[src/rtl/ir_calc_core.sv]
// ir_calc_core: IR-remote two-operand decimal calculator core.
// Operands A and B are entered digit by digit, signed, and combined by add or
// subtract into a signed result shown on active-low seven-segment digits.
// Every accepted key starts a lockout window of LOCKOUT cycles (busy=1) during
// which further keys are ignored.
// Optional feature macro: IR_CALC_MUL_EN enables the multiply key (0x1B).
module ir_calc_core #(
  parameter int DIGITS  = 2,
  parameter int LOCKOUT = 5000000
) (
  input  logic                    CLK,
  input  logic                    rst,
  input  logic                    key_valid,
  input  logic [7:0]              key_code,
  output logic [7*DIGITS-1:0]     seg_a,
  output logic [7*DIGITS-1:0]     seg_b,
  output logic [14*DIGITS-1:0]    seg_c,
  output logic                    sign_a,
  output logic                    sign_b,
  output logic                    sign_c,
  output logic                    power_on,
  output logic                    busy
);

  localparam int OP_MAX = (10 ** DIGITS) - 1;
  localparam int AW     = $clog2(OP_MAX + 1);
  localparam int RW     = $clog2(OP_MAX * OP_MAX + 1) + 1;
  localparam int CW     = (LOCKOUT > 1) ? $clog2(LOCKOUT) : 1;
  localparam int DW     = $clog2(DIGITS + 1);

  localparam logic [7:0] K_POWER  = 8'h12;
  localparam logic [7:0] K_EDIT_A = 8'h0F;
  localparam logic [7:0] K_EDIT_B = 8'h13;
  localparam logic [7:0] K_CLEAR  = 8'h10;
  localparam logic [7:0] K_ADD    = 8'h1A;
  localparam logic [7:0] K_SUB    = 8'h1E;
  localparam logic [7:0] K_SIGN   = 8'h0C;
  localparam logic [7:0] K_MUL    = 8'h1B;

  localparam logic [7*DIGITS-1:0]  BLANK_OP  = {DIGITS{7'b1111111}};
  localparam logic [14*DIGITS-1:0] BLANK_RES = {(2*DIGITS){7'b1111111}};

  typedef enum logic [2:0] {ST_OFF, ST_IDLE, ST_EDIT_A, ST_EDIT_B, ST_LOCK} state_t;
  typedef enum logic [1:0] {OP_ADD, OP_SUB, OP_MUL} op_t;
  typedef enum logic [1:0] {LAST_NONE, LAST_A, LAST_B} last_t;

  state_t              state_r, ret_r, ret_s;
  op_t                 op_r, op_n_s;
  last_t               last_r, last_n_s;
  logic [CW-1:0]       cnt_r;
  logic [DW-1:0]       dig_r, dig_n_s;
  logic [AW-1:0]       a_r, b_r, a_n_s, b_n_s;
  logic                sa_r, sb_r, sa_n_s, sb_n_s;
  logic                pwr_r, pwr_n_s, busy_r, acc_s;
  logic signed [RW-1:0] opa_s, opb_s, res_s;
  logic [RW-1:0]       mag_s;
  logic [7*DIGITS-1:0] seg_a_r, seg_b_r;
  logic [14*DIGITS-1:0] seg_c_r;
  logic                sign_a_r, sign_b_r, sign_c_r;

  // Active-low segment pattern for one decimal digit.
  function automatic logic [6:0] seg7(input logic [3:0] d);
    logic [6:0] s;
    case (d)
      4'd0:    s = 7'b0000001;
      4'd1:    s = 7'b1001111;
      4'd2:    s = 7'b0010010;
      4'd3:    s = 7'b0000110;
      4'd4:    s = 7'b1001100;
      4'd5:    s = 7'b0100100;
      4'd6:    s = 7'b0100000;
      4'd7:    s = 7'b0001111;
      4'd8:    s = 7'b0000000;
      4'd9:    s = 7'b0000100;
      default: s = 7'b1111111;
    endcase
    return s;
  endfunction

  // Operand magnitude to DIGITS segment codes, leading zeros kept.
  function automatic logic [7*DIGITS-1:0] enc_op(input logic [AW-1:0] v);
    logic [7*DIGITS-1:0] o;
    logic [AW-1:0]       rem;
    rem = v;
    for (int i = 0; i < DIGITS; i++) begin
      o[7*i +: 7] = seg7(4'(rem % AW'(10)));
      rem = rem / AW'(10);
    end
    return o;
  endfunction

  // Result magnitude to 2*DIGITS segment codes, leading zeros kept.
  function automatic logic [14*DIGITS-1:0] enc_res(input logic [RW-1:0] v);
    logic [14*DIGITS-1:0] o;
    logic [RW-1:0]        rem;
    rem = v;
    for (int i = 0; i < 2*DIGITS; i++) begin
      o[7*i +: 7] = seg7(4'(rem % RW'(10)));
      rem = rem / RW'(10);
    end
    return o;
  endfunction

  // Sign-magnitude operand to two's complement at result width.
  function automatic logic [RW-1:0] to_signed(input logic [AW-1:0] mag, input logic neg);
    logic [RW-1:0] ext;
    ext = RW'(mag);
    return neg ? (~ext + RW'(1)) : ext;
  endfunction

  // Signed result of the selected operation and its magnitude.
  always_comb begin
    opa_s = $signed(to_signed(a_r, sa_r));
    opb_s = $signed(to_signed(b_r, sb_r));
    case (op_r)
      OP_ADD:  res_s = opa_s + opb_s;
      OP_SUB:  res_s = opa_s - opb_s;
`ifdef IR_CALC_MUL_EN
      OP_MUL:  res_s = opa_s * opb_s;
`endif
      default: res_s = opa_s + opb_s;
    endcase
    if (res_s[RW-1]) mag_s = $unsigned(-res_s);
    else             mag_s = $unsigned(res_s);
  end

  // Key decode: whether the key is accepted and what it changes.
  always_comb begin
    acc_s    = 1'b0;
    ret_s    = state_r;
    a_n_s    = a_r;
    b_n_s    = b_r;
    sa_n_s   = sa_r;
    sb_n_s   = sb_r;
    op_n_s   = op_r;
    last_n_s = last_r;
    pwr_n_s  = pwr_r;
    dig_n_s  = dig_r;
    if (key_valid) begin
      case (state_r)
        ST_OFF: begin
          if (key_code == K_POWER) begin
            acc_s = 1'b1; pwr_n_s = 1'b1; ret_s = ST_IDLE;
            a_n_s = '0; b_n_s = '0; sa_n_s = 1'b0; sb_n_s = 1'b0;
            op_n_s = OP_ADD; last_n_s = LAST_NONE;
          end else begin
            acc_s = 1'b0;
          end
        end
        ST_IDLE, ST_EDIT_A, ST_EDIT_B: begin
          if (key_code == K_POWER) begin
            acc_s = 1'b1; pwr_n_s = 1'b0; ret_s = ST_OFF;
            a_n_s = '0; b_n_s = '0; sa_n_s = 1'b0; sb_n_s = 1'b0;
          end else if (state_r == ST_IDLE) begin
            case (key_code)
              K_EDIT_A: begin
                acc_s = 1'b1; a_n_s = '0; sa_n_s = 1'b0; dig_n_s = '0;
                last_n_s = LAST_A; ret_s = ST_EDIT_A;
              end
              K_EDIT_B: begin
                acc_s = 1'b1; b_n_s = '0; sb_n_s = 1'b0; dig_n_s = '0;
                last_n_s = LAST_B; ret_s = ST_EDIT_B;
              end
              K_CLEAR: begin
                acc_s = 1'b1; a_n_s = '0; b_n_s = '0;
                sa_n_s = 1'b0; sb_n_s = 1'b0; last_n_s = LAST_NONE;
              end
              K_ADD: begin acc_s = 1'b1; op_n_s = OP_ADD; end
              K_SUB: begin acc_s = 1'b1; op_n_s = OP_SUB; end
`ifdef IR_CALC_MUL_EN
              K_MUL: begin acc_s = 1'b1; op_n_s = OP_MUL; end
`endif
              K_SIGN: begin
                if (last_r == LAST_A) begin
                  acc_s = 1'b1; sa_n_s = ~sa_r;
                end else if (last_r == LAST_B) begin
                  acc_s = 1'b1; sb_n_s = ~sb_r;
                end else begin
                  acc_s = 1'b0;
                end
              end
              default: acc_s = 1'b0;
            endcase
          end else if (key_code < 8'h0A) begin
            acc_s   = 1'b1;
            dig_n_s = dig_r + DW'(1);
            if (state_r == ST_EDIT_B) b_n_s = b_r * AW'(10) + AW'(key_code[3:0]);
            else                      a_n_s = a_r * AW'(10) + AW'(key_code[3:0]);
            if (dig_r == DW'(DIGITS - 1)) ret_s = ST_IDLE;
            else                          ret_s = state_r;
          end else if (key_code == K_SIGN) begin
            acc_s = 1'b1;
            if (state_r == ST_EDIT_B) sb_n_s = ~sb_r;
            else                      sa_n_s = ~sa_r;
          end else begin
            acc_s = 1'b0;
          end
        end
        default: acc_s = 1'b0;
      endcase
    end else begin
      acc_s = 1'b0;
    end
  end

  // Control FSM: apply accepted keys, then hold LOCK for LOCKOUT cycles.
  always_ff @(posedge CLK or posedge rst) begin
    if (rst) begin
      state_r <= ST_OFF;  ret_r  <= ST_OFF;    cnt_r  <= '0;
      busy_r  <= 1'b0;    pwr_r  <= 1'b0;      dig_r  <= '0;
      a_r     <= '0;      b_r    <= '0;        sa_r   <= 1'b0;  sb_r <= 1'b0;
      op_r    <= OP_ADD;  last_r <= LAST_NONE;
    end else if (state_r == ST_LOCK) begin
      if (cnt_r == CW'(LOCKOUT - 1)) begin
        state_r <= ret_r; busy_r <= 1'b0; cnt_r <= '0;
      end else begin
        cnt_r <= cnt_r + CW'(1);
      end
    end else if (acc_s) begin
      state_r <= ST_LOCK; ret_r <= ret_s; busy_r <= 1'b1; cnt_r <= '0;
      a_r <= a_n_s; b_r <= b_n_s; sa_r <= sa_n_s; sb_r <= sb_n_s;
      op_r <= op_n_s; last_r <= last_n_s; pwr_r <= pwr_n_s; dig_r <= dig_n_s;
    end else begin
      state_r <= state_r;
    end
  end

  // Display registers: follow operands, signs and result one cycle later.
  always_ff @(posedge CLK or posedge rst) begin
    if (rst) begin
      seg_a_r <= BLANK_OP; seg_b_r <= BLANK_OP; seg_c_r <= BLANK_RES;
      sign_a_r <= 1'b0; sign_b_r <= 1'b0; sign_c_r <= 1'b0;
    end else begin
      seg_a_r  <= enc_op(a_r);
      seg_b_r  <= enc_op(b_r);
      seg_c_r  <= enc_res(mag_s);
      sign_a_r <= sa_r;
      sign_b_r <= sb_r;
      sign_c_r <= res_s[RW-1];
    end
  end

  assign seg_a    = pwr_r ? seg_a_r : BLANK_OP;
  assign seg_b    = pwr_r ? seg_b_r : BLANK_OP;
  assign seg_c    = pwr_r ? seg_c_r : BLANK_RES;
  assign sign_a   = pwr_r & sign_a_r;
  assign sign_b   = pwr_r & sign_b_r;
  assign sign_c   = pwr_r & sign_c_r;
  assign power_on = pwr_r;
  assign busy     = busy_r;

endmodule
[config.mk]
export PLATFORM = sky130hd
export DESIGN_NAME = ir_calc_core
export DESIGN_NICKNAME = d
export VERILOG_FILES = /design/src/rtl/ir_calc_core.sv
export SDC_FILE = /design/constraint.sdc
export NUM_CORES = 1
export LEC_CHECK = 0
export CAP_MARGIN = 10
export CORE_ASPECT_RATIO = 1.2
export CORE_MARGIN = 4
export CORE_UTILIZATION = 60
export CTS_CLUSTER_DIAMETER = 100
export CTS_CLUSTER_SIZE = 8
export DETAILED_ROUTE_END_ITERATION = 16
export GPL_TIMING_DRIVEN = 0
export PLACE_DENSITY_LB_ADDON = 0.2
export SYNTH_ARGS = -nofsm -noshare
export SYNTH_HDL_FRONTEND = slang
export SYNTH_SLANG_ARGS = --single-unit
[constraint.sdc]
create_clock -name CLK -period 27.4 [get_ports CLK]
set_input_delay 8.22 -clock CLK [delete_from_list [all_inputs] [get_ports CLK]]
set_output_delay 8.22 -clock CLK [all_outputs]
set_load 0.03 [all_outputs]
==> flow_summary_export.csv <==
group,metric,value,unit
yosys,ys_types,131,
critical_path,critical_path_class,"flip-flop to flip-flop",
layout,antennaDiodeCount,0,
routing,wire_per_inst,16.8,µm
sta,worst_slack,13.81,ns
floorplanning,die_w,145,µm
place,port_buffers,71,
routing,post-route-drc-count,0,
grt,grt_max_degree,69,
yosys,syn_avg_cell_area,7.92,µm²
routing,ant_nets,0,
hold_path,hold_path_class,"flip-flop to flip-flop",
outcome,status,"finished, final reports clean",
cts,post_cts_resize_count,0,
place,post_dp_cell_area,0.0146,mm²
yosys,ys.flop_type,"dfstp_2",
job,cap_violations,0,
cts,clockBufferDepth,2,
yosys,synth-seq-area-share,21.0,%
critical_path,reg2reg_depth,52,
floorplanning,dieArea,0.0251,mm²
yosys,synth_top_area_share,10.9,%
routing,first_pass_iters,5,
cts,cts_tree,"done",
floorplanning,start_util,60.6,%
grt,antenna_found_initial,0,
routing,drt_wl_total,34900,µm
cts,cts-htree-levels,3,
cts,clockRootBuffer,"clkbuf_16",
yosys,synth_edf_count,0,
pwr,powerDensity,48.5,mW/mm²
place,dp_slack,14.09,ns
grt,grt_pass1_vias,12700,
critical_path,required,27.69,ns
hold_path,min_path_cells,1,
layout,nNetsFinal,1915,
place,dp_hpwl,26700,µm
pwr,max-vdd-ir-drop,0.0422,mV
yosys,synth.area.top_cells,"dfstp_2 (11%), dfrtp_1 (10%), ha_1 (9.7%), nand2_1 (4.4%), nor2_1 (4.3%)",
yosys,synthArstFlopShare,100,%
critical_path,max_stage_delay,0.62,ns
sta,finalSetupViolations,0,
sta,tns,0,ns
routing,vias,13300,
floorplanning,die_h,173,µm
cts,clk_pin_slew_worst_paths,0.09,ns
yosys,synthesis.nets,1832,
yosys,synthCells,1711,
sta,hold_slack,0.483,ns
floorplanning,num_rows,60,
cts,clk_latency,0.37,ns
pwr,p_leak,5.99,nW
sta,post-route-period-util,49.6,%
sta,fin_skew,0.0161,ns
cts,hold_buffers,0,
critical_path,arrival,13.88,ns
sta,max_slew_margin,37.5,%
critical_path,worst_setup_path_start_kind,"flip-flop",
layout,syn_to_final_growth,10.3,%
critical_path,crit_slowest_cell,"o221ai_1",
sta,slew_viol_final,0,
grt,grt_overflow_total,0,
layout,instances_no_fill,2078,
grt,grt_first_pass_wirelength,59500,µm
critical_path,endpoint_kind,"flip-flop",
sta,rsz0062_at_grt,"false",
place,place_congestion,0.945,
critical_path,cp_common_cell,"ha_1",
cts,cts_buffers,9,
hold_path,min_from,"cnt_r[22]",
yosys,synth_top_cell_by_area,"dfstp_2",
layout,layout-drive-gt1-share,12.6,%
sta,fin_crit,13.59,ns
sta,fmax,73.6,MHz
grt,gr-usage-all-layers,27.1,%
sta,worst_slew_pin_slew,0.929,ns
layout,final_cell_area,0.0150,mm²
routing,first_iter_violations,966,
hold_path,min_to,"cnt_r[22]",
sta,hold_viol_final,0,
critical_path,critPathMaxFanout,11,
layout,final_util,66.9,%
floorplanning,coreArea,0.0224,mm²
critical_path,r2r_start,"b_r[0]",
pwr,p_total,0.726,mW
cts,clock_sinks,111,
routing,via_per_inst,6.38,
critical_path,rrSetupSlack,13.81,ns
floorplanning,ios,72,
yosys,ys_warn_count,0,
yosys,synth_seq_cells,111,
cts,cts_setup_buffers,0,
place,dpl.cell_count,2062,
yosys,netlist_area,0.0136,mm²
critical_path,r2r-end,"seg_c_r[16]",
## how the worst max path moves through the flow
stage,end,slack [ns],cells after the start,from
3_5_place_dp,seg_c_r[16],14.09,54,b_r[0]
4_1_cts,seg_c_r[16],14.02,54,b_r[0]
6_report,seg_c_r[16],13.81,52,b_r[0]
5_1_grt,seg_c_r[14],12.92,54,b_r[0]
2_1_floorplan,seg_c_r[16],16.19,54,b_r[4]
3_3_place_gp,seg_c_r[16],14.29,52,b_r[0]
## registers in the layout, indices dropped and copies added (netlist names), 2 cells and up
| name | cells |
|---|---|
| state_r | 3 |
| last_r | 2 |
| dig_r | 2 |
| seg_b_r | 14 |
| cnt_r | 23 |
| seg_a_r | 14 |
| b_r | 7 |
| a_r | 7 |
| ret_r | 3 |
| seg_c_r | 28 |
## placed cells by master (no fill, tap or decap), drive strengths merged, types with 27 or more instances in the layout
cell type / n
dfstp: 56
nor2: 161
a31oi: 30
o211ai: 27
nor3: 49
clkdlybuf4s50: 71
o21ai: 129
nand3: 56
nand2: 164
ha: 105
inv: 76
a21oi: 123
nand2b: 73
buf: 37
mux2i: 29
xnor2: 49
clkbuf: 55
dfrtp: 55
## synthesized netlist by cell type (all sizes together), types with 36 or more instances
cell type    n
nand3       56
o21ai      129
dfrtp       55
nand2      164
inv         74
nor3        49
xnor2       49
clkbuf      45
nor2       161
ha         105
dfstp       56
buf         36
a21oi      123
nand2b      73
## critical path, delay by kind of cell (launching register included)
family	cells	cell delay [ns]
flip-flops	1	0.56
buffers and inverters	10	1.80
multiplexers	1	0.29
AO/OA/AOI/OAI	20	5.41
adder cells (fa/ha/maj)	6	1.72
XOR/XNOR	4	1.10
AND/OR/NAND/NOR	11	2.61
## logic make-up after synthesis
family,share of synthesized area (%)
AND/OR/NAND/NOR,24.7
AO/OA/AOI/OAI,30.0
buffers and inverters,5.05
adder cells (fa/ha/maj),10.8
flip-flops,21.0
XOR/XNOR,5.48
multiplexers,2.92
## metal layers
metal | up-vias | part of all wire [%] | track usage [%]
met2 | 420 | 51 | 49.6
met4 | 0 | 2.2 | 7.21
li1 | 6490 | - | -
met3 | 71 | 4.5 | 2.91
met1 | 6279 | 42 | 34.0
met5 | - | 0 | 0
## where the power goes
part	internal [mW]	total (mW)	switching (mW)
Combinational	0.136	0.350	0.214
Sequential	0.217	0.235	0.0180
Clock	0.0735	0.142	0.0680
Total	0.426	0.726	0.300
## area by class of cell
type                            count  area [µm²]
Clock buffer                       10         229
Tap cell                          279         349
Inverter                           75         287
Buffer                             81         400
Sequential cell                   111        2850
Timing Repair Buffer               72         731
Fill cell                        1929        7410
Multi-Input combinational cell   1444       10000
Clock inverter                      6        88.8
Power figures use the tool's default switching activity.
